File: src/rtl/mem_port_arbiter_pkg.sv
// Shared widths and FSM encodings for the IF / MEM-stage memory port arbiter.
package mem_port_arbiter_pkg;

  localparam int MA_DWIDTH   = 32;
  localparam int MA_PC_WIDTH = 32;

  localparam logic [1:0] MA_IDLE    = 2'd0;
  localparam logic [1:0] MA_IF_WAIT = 2'd1;
  localparam logic [1:0] MA_DM_WAIT = 2'd2;

endpackage

File: src/rtl/mem_port_arbiter_starve.sv
// Saturating count of DM grants won while a fetch was left waiting.
module arb_starve_counter #(
  parameter int LIMIT = 4
) (
  input  logic clk,
  input  logic rst,
  input  logic inc,
  input  logic clr,
  output logic at_limit
);

  localparam int CW = ($clog2(LIMIT + 1) > 0) ? $clog2(LIMIT + 1) : 1;

  logic [CW-1:0] cnt;

  assign at_limit = (cnt == CW'(LIMIT));

  // Clear wins over increment; hold at LIMIT once reached.
  always_ff @(posedge clk) begin
    if (rst)                   cnt <= '0;
    else if (clr)              cnt <= '0;
    else if (inc && !at_limit) cnt <= cnt + 1'b1;
  end

endmodule

File: src/rtl/mem_port_arbiter.sv
// Arbitrates one single-ported memory between instruction fetch and the MEM-stage
// load/store port. One access in flight at a time; completions come back as
// one-cycle valid pulses, and the stalls are derived combinationally from them.
module mem_port_arbiter
  import mem_port_arbiter_pkg::*;
#(
  parameter int DWIDTH       = MA_DWIDTH,
  parameter int PC_WIDTH     = MA_PC_WIDTH,
  parameter int STARVE_LIMIT = 4
) (
  input  logic                ma_clk,
  input  logic                ma_rst,
  input  logic                ma_i_if_req,
  input  logic [PC_WIDTH-1:0] ma_i_if_addr,
  input  logic                ma_i_if_flush,
  output logic                ma_o_if_valid,
  output logic [DWIDTH-1:0]   ma_o_if_instr,
  output logic                ma_o_if_stall,
  input  logic                ma_i_dm_req,
  input  logic                ma_i_dm_we,
  input  logic [PC_WIDTH-1:0] ma_i_dm_addr,
  input  logic [3:0]          ma_i_dm_mask,
  input  logic [DWIDTH-1:0]   ma_i_dm_wdata,
  output logic                ma_o_dm_valid,
  output logic [DWIDTH-1:0]   ma_o_dm_rdata,
  output logic                ma_o_dm_stall,
  output logic                ma_o_mem_req,
  output logic                ma_o_mem_we,
  output logic [PC_WIDTH-1:0] ma_o_mem_addr,
  output logic [3:0]          ma_o_mem_mask,
  output logic [DWIDTH-1:0]   ma_o_mem_wdata,
  input  logic                ma_i_mem_ready,
  input  logic [DWIDTH-1:0]   ma_i_mem_rdata
);

  logic [1:0] state;
  logic       discard;
  logic       at_limit;
  logic       idle;
  logic       grant_if;
  logic       grant_dm;

  // A flushed fetch is never granted; DM normally wins unless IF has waited too long.
  assign idle     = (state == MA_IDLE);
  assign grant_if = idle & ma_i_if_req & ~ma_i_if_flush & (~ma_i_dm_req | at_limit);
  assign grant_dm = idle & ma_i_dm_req & ~grant_if;

  assign ma_o_if_stall = ma_i_if_req & ~ma_o_if_valid;
  assign ma_o_dm_stall = ma_i_dm_req & ~ma_o_dm_valid;

  arb_starve_counter #(.LIMIT(STARVE_LIMIT)) u_starve (
    .clk      (ma_clk),
    .rst      (ma_rst),
    .inc      (grant_dm & ma_i_if_req),
    .clr      (grant_if | ~ma_i_if_req),
    .at_limit (at_limit)
  );

  // Grant from IDLE, hold the memory request until ready, then pulse the matching valid.
  always_ff @(posedge ma_clk) begin
    if (ma_rst) begin
      state          <= MA_IDLE;
      discard        <= 1'b0;
      ma_o_mem_req   <= 1'b0;
      ma_o_mem_we    <= 1'b0;
      ma_o_mem_addr  <= '0;
      ma_o_mem_mask  <= '0;
      ma_o_mem_wdata <= '0;
      ma_o_if_valid  <= 1'b0;
      ma_o_if_instr  <= '0;
      ma_o_dm_valid  <= 1'b0;
      ma_o_dm_rdata  <= '0;
    end else begin
      ma_o_if_valid <= 1'b0;
      ma_o_dm_valid <= 1'b0;
      case (state)
        MA_IDLE: begin
          if (grant_if) begin
            state          <= MA_IF_WAIT;
            ma_o_mem_req   <= 1'b1;
            ma_o_mem_we    <= 1'b0;
            ma_o_mem_addr  <= ma_i_if_addr;
            ma_o_mem_mask  <= 4'hF;
            ma_o_mem_wdata <= '0;
          end else if (grant_dm) begin
            state          <= MA_DM_WAIT;
            ma_o_mem_req   <= 1'b1;
            ma_o_mem_we    <= ma_i_dm_we;
            ma_o_mem_addr  <= ma_i_dm_addr;
            ma_o_mem_mask  <= ma_i_dm_mask;
            ma_o_mem_wdata <= ma_i_dm_wdata;
          end
        end
        MA_IF_WAIT: begin
          if (ma_i_if_flush) discard <= 1'b1;
          // A flush landing on the ready cycle still squashes the pulse.
          if (ma_i_mem_ready) begin
            state         <= MA_IDLE;
            ma_o_mem_req  <= 1'b0;
            discard       <= 1'b0;
            ma_o_if_valid <= ~(discard | ma_i_if_flush);
            ma_o_if_instr <= ma_i_mem_rdata;
          end
        end
        MA_DM_WAIT: begin
          if (ma_i_mem_ready) begin
            state         <= MA_IDLE;
            ma_o_mem_req  <= 1'b0;
            ma_o_dm_valid <= 1'b1;
            ma_o_dm_rdata <= ma_o_mem_we ? '0 : ma_i_mem_rdata;
          end
        end
        default: state <= MA_IDLE;
      endcase
    end
  end

endmodule

File: config.mk
export PLATFORM = sky130hd
export DESIGN_NAME = mem_port_arbiter
export DESIGN_NICKNAME = d
export VERILOG_FILES = /design/src/rtl/mem_port_arbiter_pkg.sv /design/src/rtl/mem_port_arbiter_starve.sv /design/src/rtl/mem_port_arbiter.sv
export SDC_FILE = /design/constraint.sdc
export NUM_CORES = 1
export LEC_CHECK = 0
export CAP_MARGIN = 20
export CORE_MARGIN = 8
export CORE_UTILIZATION = 30
export CTS_CLUSTER_SIZE = 14
export DETAILED_ROUTE_END_ITERATION = 10
export DONT_BUFFER_PORTS = 1
export GPL_ROUTABILITY_DRIVEN = 0
export PLACE_DENSITY = 0.47
export REMOVE_ABC_BUFFERS = 1
export SYNTH_ARGS = -nofsm -noshare
export SYNTH_HDL_FRONTEND = slang
export SYNTH_SLANG_ARGS = --single-unit
export TNS_END_PERCENT = 10
File: constraint.sdc
create_clock -name ma_clk -period 1.6 [get_ports ma_clk]
set_input_delay 0.48 -clock ma_clk [delete_from_list [all_inputs] [get_ports ma_clk]]
set_output_delay 0.48 -clock ma_clk [all_outputs]
set_load 0.005 [all_outputs]
==> run_results.csv, run 1 <==
group,metric,value,unit
outcome,outcome,"completed",
worst_hold_path,min_path_cells,1,
power,p_switching,2.13,mW
critical_path,worstPathCellList,"inv_2, ha_4, a21bo_1, and3_4, clkbuf_16, a21oi_1, a211oi_1",
timing,post-route-period-util,0.963,
critical_path,crit_type,"reg2reg",
critical_path,worstPathArrival,1.85,ns
power,p_comb_frac,0.095,
logic_synthesis,synthesis.area,5250,um2
clocking,cts.clk_slew.worst_paths,0.06,ns
routing,wl_met2,9.08,mm
timing,finClkSkew,0.00992,ns
logic_synthesis,async_reset_ff_frac,0,
layout,n_fill_cell,1755,
layout,n_antenna_cell,0,
logic_synthesis,ys_seq_area_frac,0.542,
die,coreArea,17200,um2
timing,relSlewSlack,0.723,
logic_synthesis,synthFlopType,"dfxtp_1",
placement,dpl.hpwl,12.1,mm
die,start_util,0.306,
timing,hold_viol,0,
clocking,clock_sinks,142,
timing,fmax,649,MHz
critical_path,cp_slowest_cell,"dfxtp_1",
critical_path,cp_max_fo,8,
clocking,cts-root-buf,"clkbuf_16",
timing,fin_hold_ws,0.143,ns
logic_synthesis,ys_ff_latch,142,
timing,finalSetupViolations,0,
timing,period_minus_slack,1.54,ns
power,p_clk_frac,0.450,
global_routing,grt_overflow_total,0,
timing,drv_slew,0,
layout,seq_area,2840,um2
global_routing,grt_pass1_vias,4217,
timing,max_slew.worst_pin.slew,0.413,ns
worst_hold_path,min_from,"ma_rst",
placement,post-place-ws,-0.0592,ns
global_routing,antenna_found_initial,0,
critical_path,reg2reg_setup_slack,0.06,ns
logic_synthesis,avgSynthCellArea,9.16,um2
critical_path,path_buf_inv,2,
routing,met3_length,1.26,mm
power,power.internal,6.54,mW
routing,firstDrtPassIters,5,
logic_synthesis,yosysUniqueCellTypes,37,
die,rows,48,
global_routing,grt_pass1_wl,25.0,mm
placement,io_buffers,0,
routing,drc,0,
power,power,8.67,mW
routing,drtIter0Drc,187,
die,dieArea,22000,um2
routing,top_layer,"met4",
critical_path,r2r-end,"ma_o_mem_addr[23]$_SDFFE_PP0P_",
routing,routedWlPerCell,21.4,um
critical_path,r2r_start,"u_starve.cnt[0]$_SDFFE_PP0P_",
clocking,htreeDepth,4,
logic_synthesis,synth-edff-count,0,
logic_synthesis,synth_cells,573,
power,seqPwrFrac,0.455,
die,fp.dieW,148,um
worst_hold_path,hold_class,"in2reg",
critical_path,cpLargestDelayFamily,"compound AO/OA/AOI/OAI gates",
critical_path,end_kind,"flip-flop",
layout,multi_input_area,2270,um2
power,p_sw_frac,0.245,
worst_hold_path,min_to,"ma_o_if_instr[22]$_SDFFE_PP0P_",
critical_path,cp.required,1.91,ns
power,peakVddDrop,0.677,mV
layout,final_cell_mix,"dfxtp_1, nand2_1, nor2_1, a21oi_1, a22oi_1",
global_routing,grt_start_max_net_pins,111,
die,die_h,148,um
critical_path,reg2reg_depth,7,
routing,met1_length,6.53,mm
die,ios,277,
clocking,cts_tree,"yes",
global_routing,grt_use_total,0.145,
timing,setup_slack,0.0599,ns
routing,viasPerCell,5.24,
clocking,clock_latency,0.41,ns
logic_synthesis,synth_warnings,0,
routing,num_vias,4224,
layout,drive_gt1_frac,0.162,
critical_path,worst_setup_path_start_kind,"flip-flop",
clocking,cts_buffer_depth,2,
job,cap_viol_max_count,0,
clocking,cts_buffers,17,
power,power_leakage,2.41,nW
layout,area_growth,21.5,%
critical_path,cp.depth,7,
power,power.density,1360,nW/um2
layout,layout_commonest_cell,"dfxtp_1",
critical_path,crit_path_max_incr_delay,0.32,ns
routing,routed_wl,17.2,mm
layout,fin_nets,714,
routing,ant_nets,0,
per-layer routing:
layer	track usage	up-vias
met5	0	-
li1	-	1985
met1	0.152	2058
met3	0.0596	19
met4	0.0581	0
met2	0.255	162
cell families (layout without fill, tap and decap cells):
group	Yosys count	in the layout	synth area share
mux	1	1	0.00191
compound gates	178	178	0.245
buf+inv	51	59	0.0467
xor+xnor	2	2	0.00334
flops	142	142	0.542
simple gates	193	193	0.147
fa+ha+maj	6	6	0.0143
power by group through the flow:
stage	clock network (mW)	registers (mW)	logic (mW)
3_3_place_gp	0	4.02	0.723
4_1_cts	4.00	3.95	0.777
5_1_grt	4.18	3.96	0.911
3_5_place_dp	0	4.02	0.756
6_report	3.90	3.94	0.823
2_1_floorplan	0	3.94	0.518
repair_timing:
item	4_1_cts	5_1_grt
gates resized for setup	7	17
buffers inserted	0	1
endpoints found under the setup margin	1	42
endpoints found under the hold margin	0	0
hold buffers	0	0
pin swaps	0	18
cloned	1	3
cell usage after synthesis, drive strengths merged (2+ instances only):
library cell	count	area (um2)
a22oi	33	248
nor3	2	10.0
ha	6	75.1
a21oi	69	383
inv	4	15.0
nand2b	3	18.8
and3	2	12.5
dfxtp	142	2840
o21ai	4	23.8
buf	20	129
a211oi	32	290
o22ai	4	25.0
nand2	102	383
nor2	73	274
a22o	32	280
nor2b	3	18.8
clkbuf	27	101
nand3	2	15.0
per-stage QoR:
stage / cell area (um2) / util / std cells / setup TNS, ns
3_5_place_dp: 5580 / 0.325 / 770 / -0.141
5_1_grt: 6380 / 0.371 / 806 / -0.0204
4_1_cts: 6220 / 0.362 / 802 / 0
2_1_floorplan: 5020 / - / 526 / -94.24
3_3_place_gp: 5580 / 0.325 / 770 / 0
6_report: 6380 / 0.371 / 806 / 0
worst max-delay path by stage:
| stage | from | end | slack (ns) |
|---|---|---|---|
| after floorplan | state[0]$_SDFFE_PP0P_ | ma_o_dm_rdata[0]$_SDFFE_PP0P_ | -0.99 |
| after CTS | state[0]$_SDFFE_PP0P_ | ma_o_mem_addr[25]$_SDFFE_PP0P_ | 0.007 |
| final | u_starve.cnt[0]$_SDFFE_PP0P_ | ma_o_mem_addr[23]$_SDFFE_PP0P_ | 0.06 |
| after global placement | ma_i_if_flush | ma_o_mem_addr[10]$_SDFFE_PP0P_ | 0.04 |
| after detailed placement | ma_i_if_flush | ma_o_mem_addr[25]$_SDFFE_PP0P_ | -0.06 |
| after global routing | u_starve.cnt[1]$_SDFFE_PP0P_ | ma_o_mem_addr[23]$_SDFFE_PP0P_ | -0.006 |
sequential cells by signal, indices dropped and copies added, names as in the netlist:
| signal | flops |
|---|---|
| state | 2 |
| u_starve.cnt | 3 |
| ma_o_dm_rdata | 32 |
| ma_o_mem_mask | 4 |
| ma_o_if_instr | 32 |
| ma_o_if_valid | 1 |
| ma_o_mem_addr | 32 |
| ma_o_mem_req | 1 |
| ma_o_mem_we | 1 |
| discard | 1 |
| ma_o_dm_valid | 1 |
| ma_o_mem_wdata | 32 |
area by class of cell:
cell class,instances,share of cell area
Sequential cell,142,0.446
Multi-Input combinational cell,380,0.357
Clock buffer,22,0.0743
Timing Repair Buffer,24,0.0592
Tap cell,225,0.0441
Clock inverter,9,0.0175
Inverter,4,0.00235
Power figures use the tool's default switching activity.
==> run 2, diff against run 1 <==
- TNS_END_PERCENT: 10 -> not set
==> results of run 2 <==
No change in the layout: final DEF, timing and power equal those of run 1.
==> run 3, diff against run 2 <==
- ABC_CLOCK_PERIOD_IN_PS: not set -> 1600
- PLACE_DENSITY: 0.47 -> 0.56
==> run 3 against run 2 <==
Clock-buffer cell count shrank 3. Via count grew 0.47%. Worst setup slack gained 0.0027 ns.
==> run_results.csv, run 3 (same netlist as run 1, synthesis figures left out) <==
group,metric,value,unit
layout,n_antenna_cell,0,
global_routing,grt_start_max_net_pins,111,
critical_path,crit_type,"reg2reg",
global_routing,grt_use_total,0.148,
routing,wl_met2,9.51,mm
clocking,hold_buffers,0,
critical_path,end_kind,"flip-flop",
layout,n_fill_cell,1746,
global_routing,grt_overflow_total,0,
die,fp.dieW,148,um
timing,period_minus_slack,1.54,ns
routing,viasPerCell,5.26,
routing,firstDrtPassIters,5,
critical_path,worst_setup_path_start_kind,"flip-flop",
clocking,cts-root-buf,"clkbuf_16",
layout,seq_area,2850,um2
clocking,clock_sinks,142,
power,power_leakage,2.45,nW
critical_path,worstPathArrival,1.86,ns
clocking,clock_latency,0.41,ns
timing,finClkSkew,0.0112,ns
placement,io_buffers,0,
die,coreArea,17200,um2
die,dieArea,22000,um2
routing,num_vias,4244,
clocking,cts_tree,"yes",
critical_path,reg2reg_setup_slack,0.06,ns
die,rows,48,
job,cap_viol_max_count,0,
die,ios,277,
routing,routed_wl,17.9,mm
critical_path,worstPathCellList,"inv_2, ha_4, buf_4, o21ai_4, clkbuf_16, a21oi_2, a211oi_2",
worst_hold_path,hold_class,"in2reg",
critical_path,crit_path_max_incr_delay,0.36,ns
layout,layout_commonest_cell,"dfxtp_1",
timing,post-route-period-util,0.961,
worst_hold_path,min_from,"ma_rst",
worst_hold_path,min_to,"ma_o_if_instr[1]$_SDFFE_PP0P_",
power,power,9.07,mW
layout,fin_util,0.375,
clocking,cts_buffers,17,
routing,routedWlPerCell,22.2,um
global_routing,grt_pass1_wl,25.5,mm
critical_path,cp.required,1.93,ns
routing,top_layer,"met4",
critical_path,reg2reg_depth,7,
clocking,cts_buffer_depth,2,
critical_path,cp_max_fo,24,
clocking,cts.clk_slew.worst_paths,0.06,ns
routing,met3_length,1.47,mm
routing,ant_nets,0,
layout,area_growth,22.8,%
timing,max_slew.worst_pin.slew,0.392,ns
critical_path,cp_slowest_cell,"dfxtp_1",
routing,drtIter0Drc,362,
placement,dpl.hpwl,12.4,mm
power,peakVddDrop,0.788,mV
layout,drive_gt1_frac,0.167,
timing,fmax,650,MHz
outcome,outcome,"completed",
critical_path,r2r-end,"ma_o_mem_addr[16]$_SDFFE_PP0P_",
clocking,htreeDepth,4,
routing,drc,0,
timing,finalSetupViolations,0,
timing,relSlewSlack,0.737,
power,power.density,1410,nW/um2
global_routing,grt_pass1_vias,4096,
die,start_util,0.306,
routing,met1_length,6.57,mm
layout,final_cell_mix,"dfxtp_1, nand2_1, nor2_1, a21oi_1, a22oi_1",
critical_path,path_buf_inv,3,
timing,hold_viol,0,
layout,multi_input_area,2250,um2
worst_hold_path,min_path_cells,1,
layout,fin_nets,715,
global_routing,antenna_found_initial,0,
die,die_h,148,um
critical_path,cpLargestDelayFamily,"buffers and inverters",
timing,drv_slew,0,
critical_path,r2r_start,"state[1]$_SDFFE_PP0P_",
[run 3: changes by cell type in the layout (fill, tap and decap cells not counted), moves of 2 or more]
cell | before | now
clkbuf_1 | 2 | 0
a21oi_1 | 52 | 54
clkbuf_16 | 20 | 22
bufinv_16 | 2 | 4
a21oi_4 | 3 | 1
inv_6 | 0 | 3
[run 3: worst max-delay path by stage]
stage / from / cells past startpoint / endpoint / slack (ns)
finish: state[1]$_SDFFE_PP0P_ / 7 / ma_o_mem_addr[16]$_SDFFE_PP0P_ / 0.06
global route: u_starve.cnt[0]$_SDFFE_PP0P_ / 7 / ma_o_mem_addr[13]$_SDFFE_PP0P_ / -0.01
CTS: state[1]$_SDFFE_PP0P_ / 8 / ma_o_mem_wdata[28]$_SDFFE_PP0P_ / 0.02
detailed placement: ma_i_if_flush / 7 / ma_o_mem_wdata[28]$_SDFFE_PP0P_ / -0.09
global placement: ma_i_if_flush / 7 / ma_o_mem_wdata[4]$_SDFFE_PP0P_ / -0.03
floorplan: state[0]$_SDFFE_PP0P_ / 5 / ma_o_dm_rdata[0]$_SDFFE_PP0P_ / -0.99
[run 3: what timing repair did]
action	4_1_cts	5_1_grt
endpoints found under the setup margin	29	46
gates resized for setup	5	17
hold endpoints to repair	0	0
pin swaps	2	10
setup buffers	0	2
gates cloned	1	5
[run 3: final cells by class]
| type | count | share of cell area |
|---|---|---|
| well taps | 225 | 0.0437 |
| flip-flops and latches | 142 | 0.441 |
| inverters | 4 | 0.00233 |
| repair buffers | 25 | 0.0652 |
| multi-input cells | 380 | 0.348 |
| clock buffers | 19 | 0.0703 |
| clock inverters | 12 | 0.0285 |
[run 3: stage by stage]
stage / hold WS (ns) / cell area (um2) / cells / worst slack [ns] / setup TNS (ns)
finish: 0.140 / 6440 / 807 / 0.0626 / 0
CTS: 0.116 / 6250 / 800 / 0.0203 / 0
detailed placement: 0.421 / 5570 / 768 / -0.0905 / -1.53
global placement: 0.409 / 5570 / 768 / -0.0308 / -0.315
floorplan: 0.398 / 5020 / 526 / -0.986 / -94.24
global route: 0.113 / 6440 / 807 / -0.0129 / -0.0380
[run 3: where the power goes]
| part | leakage, nW | internal [mW] | total, mW | switching (mW) |
|---|---|---|---|---|
| registers | 1.16 | 3.75 | 3.95 | 0.200 |
| clock network | 0.306 | 2.70 | 4.24 | 1.54 |
| logic | 0.982 | 0.399 | 0.874 | 0.475 |
| total | 2.45 | 6.85 | 9.07 | 2.22 |
[run 3: routing by layer]
layer / vias to the layer above / global-route usage
met3: 19 / 0.0547
met4: 0 / 0.0586
met5: - / 0
li1: 1986 / -
met2: 194 / 0.255
met1: 2045 / 0.162
==> patch (settings of run 3) <==
`STARVE_LIMIT`: 4 -> 2.
--- a/src/rtl/mem_port_arbiter.sv
+++ b/src/rtl/mem_port_arbiter.sv
@@ -7,5 +7,5 @@
   parameter int DWIDTH       = MA_DWIDTH,
   parameter int PC_WIDTH     = MA_PC_WIDTH,
-  parameter int STARVE_LIMIT = 4
+  parameter int STARVE_LIMIT = 2
 ) (
   input  logic                ma_clk,
Function: same outputs for any inputs over 4 cycles, from zero or initial values and one cycle with ma_rst high; that may be too few to reach the edited logic, so the function may still have changed.
==> patch against run 3 <==
Final area decreased by 3.1%; largest power group is now registers; sequential share of layout area increased by 1.1 points; sequential cell count decreased by 1; combinational power decreased by 1%; clock skew about the same; cell count decreased by 1.9%; worst setup slack improved by 8.2 ps; maximum frequency increased by 0.54%; hold slack got worse by 9.1 ps; synthesized area increased by 3.2%; wire length decreased by 7.8%; power decreased by 4.8%.
==> patch: results (changes against run 3) <==
status=finished clean; Comb pwr share=0.100 (+0.004); Adder-Cell Fraction of Synth Area=0.01155 (-0.002753); WP data arrival=1820 ps (-40 ps); share of post-route cells with drive strength above 1=0.1865 (+0.01983); post-DP HPWL=11910 µm (-3.7%); Synth Area in Compound Gates=0.2673 (+0.02245); vias in the first global route=4241 (+3.5%); total power=8.636 mW (-4.8%); mux cell area share after synthesis=0 (-0.001907); Cell Count, Final, Fillers Out=792 (-1.9%); drt via density=5.145 (-2.2%); Worst Tran Pin Value=387.8 ps (-4.603 ps); Setup WS pre-CTS=6.738 ps (+97.22 ps); CTS resizes=0 (-5); Clock net power=3.84 mW (-9.4%); Placed Area=5670 µm² (+1.8%); cell family with most CP delay=simple AND/OR/NAND/NOR gates; Pleak=2.297 nW (-6.3%); WHS Endpoint=ma_o_if_instr[2]; XOR/XNOR Fraction of Synth Area=0.001617 (-0.001720); Internal=6.516 mW (-4.9%); WL final=16490 µm (-7.8%); hold slack=131.4 ps (-9.077 ps); TritonRoute pass-1 iters=4 (-1); Nets=695 (-2.8%); Worst-path clk slew=60 ps (about the same); Peak supply drop=641.6 µV (-19%); DRT iter0 DRCs=172 (-52%); GRT Resource Usage Total=0.1400 (-0.008128); r2r startpoint=u_starve.cnt[0]; maximum fanout along the worst path=20 (-17%); Post-synth top cells=141 x dfxtp_1, 101 x nand2_1, 73 x nor2_1, 40 x a21oi_1, 33 x a22oi_1; worst clock skew=10.78 ps (-0.4606 ps); first-pass GRT wire length=24270 µm (-4.9%); placed cell count=761 (-0.91%); Num CTS Buffers=17 (unchanged); Area contributors post-synth=dfxtp_1 52%, nand2_1 7.0%, a211oi_2 6.7%; sequential area share after synthesis=0.5211 (-0.02046); Syn Inst Count=565 (-1.4%); setup slack, reg-to-reg=70 ps
[patch: worst max-delay path by stage]
stage,to,cells after the start,slack (ps),from
2_1_floorplan,ma_o_mem_wdata[0],4,-1240,ma_i_if_req
3_3_place_gp,ma_o_mem_addr[9],5,90,ma_i_if_req
3_5_place_dp,ma_o_mem_addr[16],5,7,ma_i_if_req
4_1_cts,ma_o_mem_addr[16],6,30,state[0]
5_1_grt,ma_o_mem_wdata[3],7,1,state[0]
6_report,ma_o_mem_addr[16],7,70,u_starve.cnt[0]
[patch: metal layers]
layer / GRT usage / vias to the layer above / wire length [µm]
met4: 0.05597 / 0 / 277
met3: 0.08145 / 19 / 2564
met2: 0.2309 / 230 / 7740
li1: - / 1936 / -
met5: 0 / - / 0
met1: 0.1435 / 1890 / 5911
[patch: cell type report]
cell class,instances,area (µm²)
repair buffers,14,242.7
fillers,1804,11600
clock buffers,25,485.5
clock inverters,6,85.08
multi-input cells,374,2310
inverters,3,11.26
well taps,229,286.5
flip-flops and latches,141,2823
